[config.mk]
export PLATFORM = sky130hd
export DESIGN_NAME = gcd_display
export DESIGN_NICKNAME = d
export VERILOG_FILES = /design/src/rtl/gcd_pkg.sv /design/src/rtl/gcd_display_bin2bcd_seq.sv /design/src/rtl/gcd_display.sv
export SDC_FILE = /design/constraint.sdc
export NUM_CORES = 1
export LEC_CHECK = 0
export BUFFER_PORTS_ARGS = -buffer_cell sky130_fd_sc_hd__clkbuf_2
export CAP_MARGIN = 20
export CORE_ASPECT_RATIO = 0.9
export CORE_UTILIZATION = 42
export DETAILED_ROUTE_END_ITERATION = 12
export GPL_ROUTABILITY_DRIVEN = 0
export PLACE_DENSITY = 0.6
export SLEW_MARGIN = 30
export SYNTH_ARGS = -nofsm -noshare
export SYNTH_HDL_FRONTEND = slang
export SYNTH_HIERARCHICAL = 1
export SYNTH_SLANG_ARGS = --single-unit
[constraint.sdc]
create_clock -name clk -period 1.75 [get_ports clk]
set_input_delay 0.175 -clock clk [delete_from_list [all_inputs] [get_ports clk]]
set_output_delay 0.175 -clock clk [all_outputs]
set_load 0.01 [all_outputs]
[src/rtl/gcd_pkg.sv]
// gcd_pkg: shared types, widths and 7-segment codes for the GCD display path.
package gcd_pkg;
  localparam int DATA_W = 8;
  localparam int BCD_W = 12;
  typedef enum logic [1:0] {IDLE, SHIFT, LATCH} state_t;
  localparam logic [6:0] SEG_BLANK = 7'b1111111;
  localparam logic [6:0] SEG_CODE [10] = '{
    7'b1000000, 7'b1111001, 7'b0100100, 7'b0110000, 7'b0011001,
    7'b0010010, 7'b0000010, 7'b1111000, 7'b0000000, 7'b0010000
  };
  function automatic logic [6:0] seg_of(input logic [3:0] d);
    return d > 4'd9 ? SEG_BLANK : SEG_CODE[d];
  endfunction
endpackage

[src/rtl/gcd_display_bin2bcd_seq.sv]
// bin2bcd_seq: sequential double-dabble, one shift per cycle, result valid while done.
module bin2bcd_seq
  import gcd_pkg::*;
(
  input  logic              clk,
  input  logic              clr,
  input  logic              start,
  input  logic [DATA_W-1:0] bin,
  output logic              busy,
  output logic              done,
  output logic [BCD_W-1:0]  bcd
);
  state_t state, state_nx;
  logic [2:0] cnt;
  logic [DATA_W-1:0] sr;
  logic [BCD_W-1:0] scr, adj;
  function automatic logic [3:0] fix(input logic [3:0] n);
    return n >= 4'd5 ? n + 4'd3 : n;
  endfunction
  always_comb begin
    adj = {fix(scr[11:8]), fix(scr[7:4]), fix(scr[3:0])};
    state_nx = state == IDLE  ? (start ? SHIFT : IDLE) :
               state == SHIFT ? (cnt == 3'd7 ? LATCH : SHIFT) : IDLE;
  end
  always_ff @(posedge clk) begin
    if (clr) begin
      state <= IDLE;
      cnt <= '0;
      sr <= '0;
      scr <= '0;
    end else begin
      state <= state_nx;
      if (state == IDLE && start) begin
        sr <= bin;
        scr <= '0;
        cnt <= '0;
      end else if (state == SHIFT) begin
        {scr, sr} <= {adj, sr} << 1;
        cnt <= cnt + 3'd1;
      end
    end
  end
  assign busy = state != IDLE;
  assign done = state == LATCH;
  assign bcd = scr;
endmodule

[src/rtl/gcd_display.sv]
// gcd_display: latches GCD results, converts to BCD and scans a 4-digit active-low display.
module gcd_display
  import gcd_pkg::*;
#(
  parameter int REFRESH_DIV = 100000
) (
  input  logic              clk,
  input  logic              clr,
  input  logic [DATA_W-1:0] gcd_in,
  input  logic              gcd_vld,
  output logic              busy,
  output logic [BCD_W-1:0]  bcd,
  output logic [6:0]        seg,
  output logic [3:0]        an,
  output logic              dp
);
  localparam int PW = REFRESH_DIV > 1 ? $clog2(REFRESH_DIV) : 1;
  logic pend_v, start, done, blank;
  logic [DATA_W-1:0] pend_val;
  logic [BCD_W-1:0] eng_bcd;
  logic [PW-1:0] presc;
  logic [1:0] idx;
  logic [3:0] digit, an_nx;
  logic [6:0] seg_nx;
  assign start = !busy && (gcd_vld || pend_v);
  bin2bcd_seq u_eng (
    .clk(clk), .clr(clr), .start(start), .bin(pend_v ? pend_val : gcd_in),
    .busy(busy), .done(done), .bcd(eng_bcd)
  );
  // a pending value is consumed first; a strobe in that same cycle refills pending
  always_ff @(posedge clk) begin
    if (clr) begin
      pend_v <= 1'b0;
      pend_val <= '0;
      bcd <= '0;
    end else begin
      if (gcd_vld && (busy || pend_v)) begin
        pend_v <= 1'b1;
        pend_val <= gcd_in;
      end else if (!busy && pend_v) pend_v <= 1'b0;
      if (done) bcd <= eng_bcd;
    end
  end
  always_comb begin
    digit = idx == 2'd0 ? bcd[3:0] : idx == 2'd1 ? bcd[7:4] : bcd[11:8];
    blank = idx == 2'd3 || (idx == 2'd2 && bcd[11:8] == 4'd0) ||
            (idx == 2'd1 && bcd[11:4] == 8'd0);
    an_nx = blank ? 4'b1111 : ~(4'b0001 << idx);
    seg_nx = blank ? SEG_BLANK : seg_of(digit);
  end
  always_ff @(posedge clk) begin
    if (clr) begin
      presc <= '0;
      idx <= '0;
      an <= 4'b1110;
      seg <= 7'b1000000;
    end else begin
      presc <= presc == PW'(REFRESH_DIV - 1) ? '0 : presc + 1'b1;
      if (presc == PW'(REFRESH_DIV - 1)) idx <= idx + 2'd1;
      an <= an_nx;
      seg <= seg_nx;
    end
  end
  assign dp = 1'b1;
endmodule

Yosys cells after proc, flatten, opt, wreduce, memory -nomap -nowiden
Memory sizes are Yosys's and may differ from the RTL's. Index checks and enable logic that the tools add are counted.

Mux-type cells: 19. Magnitude comparators: 5. Bitwise gates (word level): 2. Reductions and logical operators: 22. Equal/unequal tests: 7. Shift-type cells: 1. $add $sub $neg: 6.

Operator list (count): $mux W8 (3); $add A17 B1 Y17 const B (1); $eq A17 B17 Y1 const B (1); $mux W4 (4); $mux W7 (2); $ge A4 B3 Y1 const B (3); $mux W6 (2); $add A4 B2 Y4 const B (2); $logic_not A8 Y1 (1); $eq A2 B2 Y1 const B (3); $logic_and A1 B1 Y1 (6); $mux W2 (3); $reduce_bool A2 Y1 (3); $reduce_or A2 Y1 (3); $ge A5 B5 Y1 const B (1); $not A4 Y5 (1); $eq A2 B1 Y1 const B (2); $gt A4 B4 Y1 const B (1); $logic_not A2 Y1 (2); $logic_not A4 Y1 (1); $logic_or A1 B1 Y1 (4); $mux W1 (4); $not A4 Y4 (1); $shl A1 B2 Y4 const A (1); other kinds (7) (7).

Output and inout bits: 25. Bits in read-only memories: 112. Input bits: 11. Memories: 1. Bits in registers: 76. Logic and storage cells: 76.

Memory list: (no name shown) (depth 16, bits a word 7, rd ports 1, clocked after memory_dff 0, write ports 0, line gcd_pkg.sv:12) `return d > 4'd9 ? SEG_BLANK : SEG_CODE[d];`.

Logic depth before layout (Yosys ltp)
Depth after elaboration: 9. Mapped depth: 7. Mapped depth without buffers: 7.

Hierarchy
The synthesis kept the hierarchy.

By module, submodules not included: gcd_display (sequential area each 1021.0 um^2, area an instance 2260.9 um^2, times used 1, cells an instance 233); bin2bcd_seq (sequential area each 500.5 um^2, area an instance 1267.5 um^2, times used 1, cells an instance 148).

Worst setup path before layout
OpenSTA, ideal clock, no wires.

Kind: register to register. Start point: register idx[1]. End point: register seg[3]. Path buffers: 0. Required time: 1.671 ns. Clock period less this slack: 1.749 ns. Stages on the path, launching flop included: 8. Path slack: 0.001 ns. Setup time: 0.079 ns. Data arrival time: 1.671 ns. Path through: dfxtp_1 inv_1 ha_1 mux2_4 mux2i_4 nand2_2 or3_1 o221ai_2.

Word-level cells in the longest chain between the ends: 9. Elaborated cells between the ends (all ways): 17. Classes of those cells: order compare (1); eq/ne (3); mux (6); bitwise (1); reduce/logical (5); memory (1).

Ends and longest elaborated chain: start, declared (line gcd_display.sv:22) `logic [1:0] idx;`; start signal, assigned (line gcd_display.sv:59) `if (presc == PW'(REFRESH_DIV - 1)) idx <= idx + 2'd1;`; $eq A2 B1 Y1 (line gcd_display.sv:45, gcd_display.sv:47); $mux W4 (2 in a row) (line gcd_display.sv:45) `digit = idx == 2'd0 ? bcd[3:0] : idx == 2'd1 ? bcd[7:4] : bcd[11:8];`; $not A4 Y5 (not written as such) (line gcd_pkg.sv:12); $mem_v2 Z16 W7; $mux W7 (not written as such) (2 in a row) (line gcd_pkg.sv:12); $mux W6 (line gcd_pkg.sv:12); $mux W6 (*) (line gcd_display.sv:49) `seg_nx = blank ? SEG_BLANK : seg_of(digit);`; end signal, assigned (line gcd_display.sv:61) `seg <= seg_nx;`; end, declared (line gcd_display.sv:13) `output logic [6:0] seg,`.

Mark *: on every way between the ends. The rest lies on a longest branch, timed or not. The select of a mux whose other input is x is not followed. A chain may end at the register's enable or synchronous reset.

Final worst setup path
Ends and elaborated chain as after synthesis.

==> run summary <==
### Status
- completed — result of the run

### Detailed routing
- 0 — remaining routing DRC violations
- 4 — iteration count of the initial detailed-routing pass
- 6850 µm — total wire length after detailed routing
- 69 — Initial DRC Count
- 2737 — total number of vias
- 0 — remaining number of nets flagged by the antenna check after routing
- 5.06 — DR vias/cell
- 12.7 µm — Routed wire per std cell

### Power
- 0.000364 V — worst voltage drop across the vdd grid
- 9.1% — combinational share of power
- 2720 µW — total internal power
- 23.8% — switching part of the total power
- 40.3% — clock group share of total power
- 50.6% — Reg power frac
- 846 nW/µm² — pwr/cell area
- 0.00173 µW — static leakage
- 850 µW — net switching power

### Global route
- 16.6% — overall track demand over capacity in global routing
- 11400 µm — global-route wire length before repair
- 2517 — number of global-route vias before repair
- 0 — number of antenna violations at the first check in global routing
- 24 — maximum number of pins on one net before global-route repair
- 0 — overall overflow remaining after global route

### Synthesis
- 0 — number of enable-type register cells in the synthesized netlist
- 9.26 µm² — average size of a mapped cell
- 76 — register bit count reported by yosys
- sky130_fd_sc_hd__dfxtp_1 — prevailing post-synth register cell
- 56 — number of distinct library cells after synthesis
- 3530 µm² — cell area after synthesis
- 0% — Async S/R FF share, synth
- 43.1% — sequential cell area fraction in the yosys report
- 381 — number of instances in the synthesized netlist
- 6 — Yosys warnings

### Finish
- 461 — number of nets at the end of the flow
- 1530 µm² — sequential cell area in the final layout
- 1930 µm² — combined area of the multi-input logic cells
- 24.7% — fraction of final layout cells sized beyond drive strength 1
- 0 — Antenna diodes
- 19.8% — area growth from synthesis to layout
- 541 — final non-filler cell total
- 775 — # fillers

### Floorplan
- 8110 µm² — core area
- 98.6 µm — Die Width
- 8770 µm² — die area
- 43.5% — initial standard-cell utilization of the core
- 89.0 µm — die outline height
- 31 — floorplan row count
- 36 — IO Pins

### Clock network
- yes — CTS tree
- 9 — total CTS buffers
- 76 — CTS sink count
- 0 — number of hold-repair buffers added at the cts stage
- 3 — count of H-tree levels built during CTS
- sky130_fd_sc_hd__clkbuf_8 — master cell of the clock root buffer
- 0.08 ns — CTS clk-pin slew, worst paths
- 0.35 ns — Worst-Skew Late Latency
- 2 — maximum root-to-sink buffer count

### Critical path
- 6 — worst-path fanout max
- 2.00 ns — Worst EP arrival
- flop to flop — critical path class
- inv_2 -> ha_4 -> mux2_4 -> mux2i_4 -> nand2_2 -> or3_4 -> o221ai_2 — cells along the critical path
- flop — kind of launch point of the worst setup path
- 0.37 ns — largest stage delay on the critical path
- sky130_fd_sc_hd__or3_4 — standard cell with the maximum stage delay on the critical path
- flop — kind of end point of the critical path
- 2.02 ns — data required time at the worst endpoint

### Placed design
- 524 — Placed Cells
- 34 — number of buffers added on ports
- 4850 µm — detailed-placement wirelength estimate

### STA
- 0 — final setup violation count
- yes — unrepaired setup endpoints after global routing
- 0 — count of endpoints failing hold in the final timing report
- 98.9% — final worst-path cycle share
- 0 ns — post-route setup TNS
- 1.73 ns — post-route minimum period
- 0.578 GHz — achievable clock frequency
- 0.0142 ns — Clock Skew
- 0 — max-slew violation total from the final report

### Worst hold path
- input port to flop — worst hold path class

### Job
- 0 — count of max-cap constraint violations

==> synth_stat cells, types with 3 or more instances <==
master / number / area, µm²
sky130_fd_sc_hd__dfxtp_1: 76 / 1520
sky130_fd_sc_hd__nor2_1: 68 / 255
sky130_fd_sc_hd__mux2i_1: 24 / 240
sky130_fd_sc_hd__nand2_1: 20 / 75.1
sky130_fd_sc_hd__a21oi_1: 17 / 85.1
sky130_fd_sc_hd__ha_1: 13 / 163
sky130_fd_sc_hd__nand3_1: 13 / 65.1
sky130_fd_sc_hd__inv_1: 12 / 45.0
sky130_fd_sc_hd__mux2_2: 10 / 113
sky130_fd_sc_hd__xnor2_1: 10 / 87.6
sky130_fd_sc_hd__nor2b_1: 9 / 56.3
sky130_fd_sc_hd__xor2_1: 9 / 78.8
sky130_fd_sc_hd__clkbuf_1: 8 / 30.0
sky130_fd_sc_hd__nor3_1: 8 / 40.0
sky130_fd_sc_hd__o21ai_0: 8 / 40.0
sky130_fd_sc_hd__o22ai_1: 7 / 43.8
sky130_fd_sc_hd__a31oi_1: 6 / 37.5
sky130_fd_sc_hd__a211oi_1: 5 / 37.5
sky130_fd_sc_hd__nor4_1: 4 / 25.0
sky130_fd_sc_hd__a22o_1: 3 / 26.3
sky130_fd_sc_hd__a41oi_1: 3 / 26.3
sky130_fd_sc_hd__buf_6: 3 / 33.8
sky130_fd_sc_hd__nand2b_1: 3 / 18.8
==> cell type report <==
class | count | share of cell area [%]
Timing Repair Buffer | 59 | 8.94
Sequential cell | 76 | 36.1
Multi-Input combinational cell | 278 | 45.6
Clock buffer | 10 | 3.02
Inverter | 13 | 1.27
Clock inverter | 6 | 2.10
Tap cell | 99 | 2.93
==> path summary, 6_finish.rpt <==
check | startpoint | to | slack (ns) | cells after the start
hold / removal | gcd_in[5] | pend_val[5]$_SDFFE_PP0P_ | 0.08 | 3
hold reg to reg | presc[0]$_SDFF_PP0_ | presc[0]$_SDFF_PP0_ | 0.45 | 1
setup reg to reg | idx[1]$_SDFFE_PP0N_ | seg[3]$_SDFF_PP0_ | 0.02 | 7
setup / recovery | idx[1]$_SDFFE_PP0N_ | seg[3]$_SDFF_PP0_ | 0.02 | 7
==> flip-flops by register name, summed over array words and instances (netlist names) <==
register,cells
u_eng/sr,8
seg,7
bcd,12
presc,17
pend_val,8
u_eng/bcd,12
u_eng/state,2
pend_v,1
an,4
u_eng/cnt,3
idx,2
==> layer usage <==
metal	global-route usage, %	routed length, µm
met5	0	0
met4	6.51	50
met3	4.14	231
met2	28.8	3200
met1	20.2	3370
==> cell families after synthesis <==
kind of cell / after synthesis / synth area share [%]
DFF: 76 / 43.1
AOI/OAI and AO/OA: 58 / 11.0
xor gates and xnor gates: 19 / 4.72
muxes: 39 / 12.4
other: 1 / 0.106
adders and majority gates: 13 / 4.61
and+or+nand+nor: 147 / 20.2
buffers and inverters: 28 / 3.90
==> critical path, delay by kind of cell (launching register included) <==
family                     cells  cell delay [ns]
AOI/OAI and AO/OA              1             0.06
DFF                            1             0.33
muxes                          2             0.56
adders and majority gates      1             0.17
and+or+nand+nor                2             0.47
buffers and inverters          1             0.07
==> power by group through the flow <==
stage          Sequential [µW]  Clock [µW]  Combinational (µW)
6_report                  1810        1440                 325
5_1_grt                   1820        1560                 368
4_1_cts                   1810        1490                 328
3_5_place_dp              1850           0                 325
3_3_place_gp              1850           0                 321
2_1_floorplan             1850           0                 246
==> cell usage in the layout, fill, tap and decap left out, drive strengths merged, types with 2 or more instances in the layout <==
cell type   n
clkinvlp    2
o22ai       7
mux2i      27
conb        2
nand2b      4
inv        12
bufinv      2
dfxtp      76
nor2       70
nor4        6
a2111oi     3
clkbuf     44
and2        2
xnor2      10
nor2b       9
nand2      21
nand3      13
ha         13
clkinv      3
nor3        8
and3        2
buf        25
a31oi       6
mux2       12
a211oi      5
a21oi      17
o21ai       9
or2         3
nand3b      2
a41oi       3
xor2        9
a22o        3
nor3b       2
==> stage by stage <==
step / power, µW / utilization [%] / cell area (µm²) / hold slack [ns] / worst slack (ns)
final: 3570 / 52.2 / 4230 / 0.0762 / 0.0194
after global routing: 3740 / 52.2 / 4230 / 0.0903 / -0.0823
after CTS: 3630 / 51.6 / 4190 / 0.0572 / 0.0153
after detailed placement: 2180 / 48.5 / 3930 / 0.433 / -0.165
after global placement: 2170 / 48.5 / 3930 / 0.425 / -0.0812
after floorplan: 2090 / - / 3530 / 0.319 / 0.000646
==> timing repair <==
item,in CTS,in global routing
resized for setup,8,10
setup buffers,0,1
hold endpoints to repair,0,0
endpoints found under the setup margin,7,9
pin swaps,1,3
(Power assumes the default switching activity.)
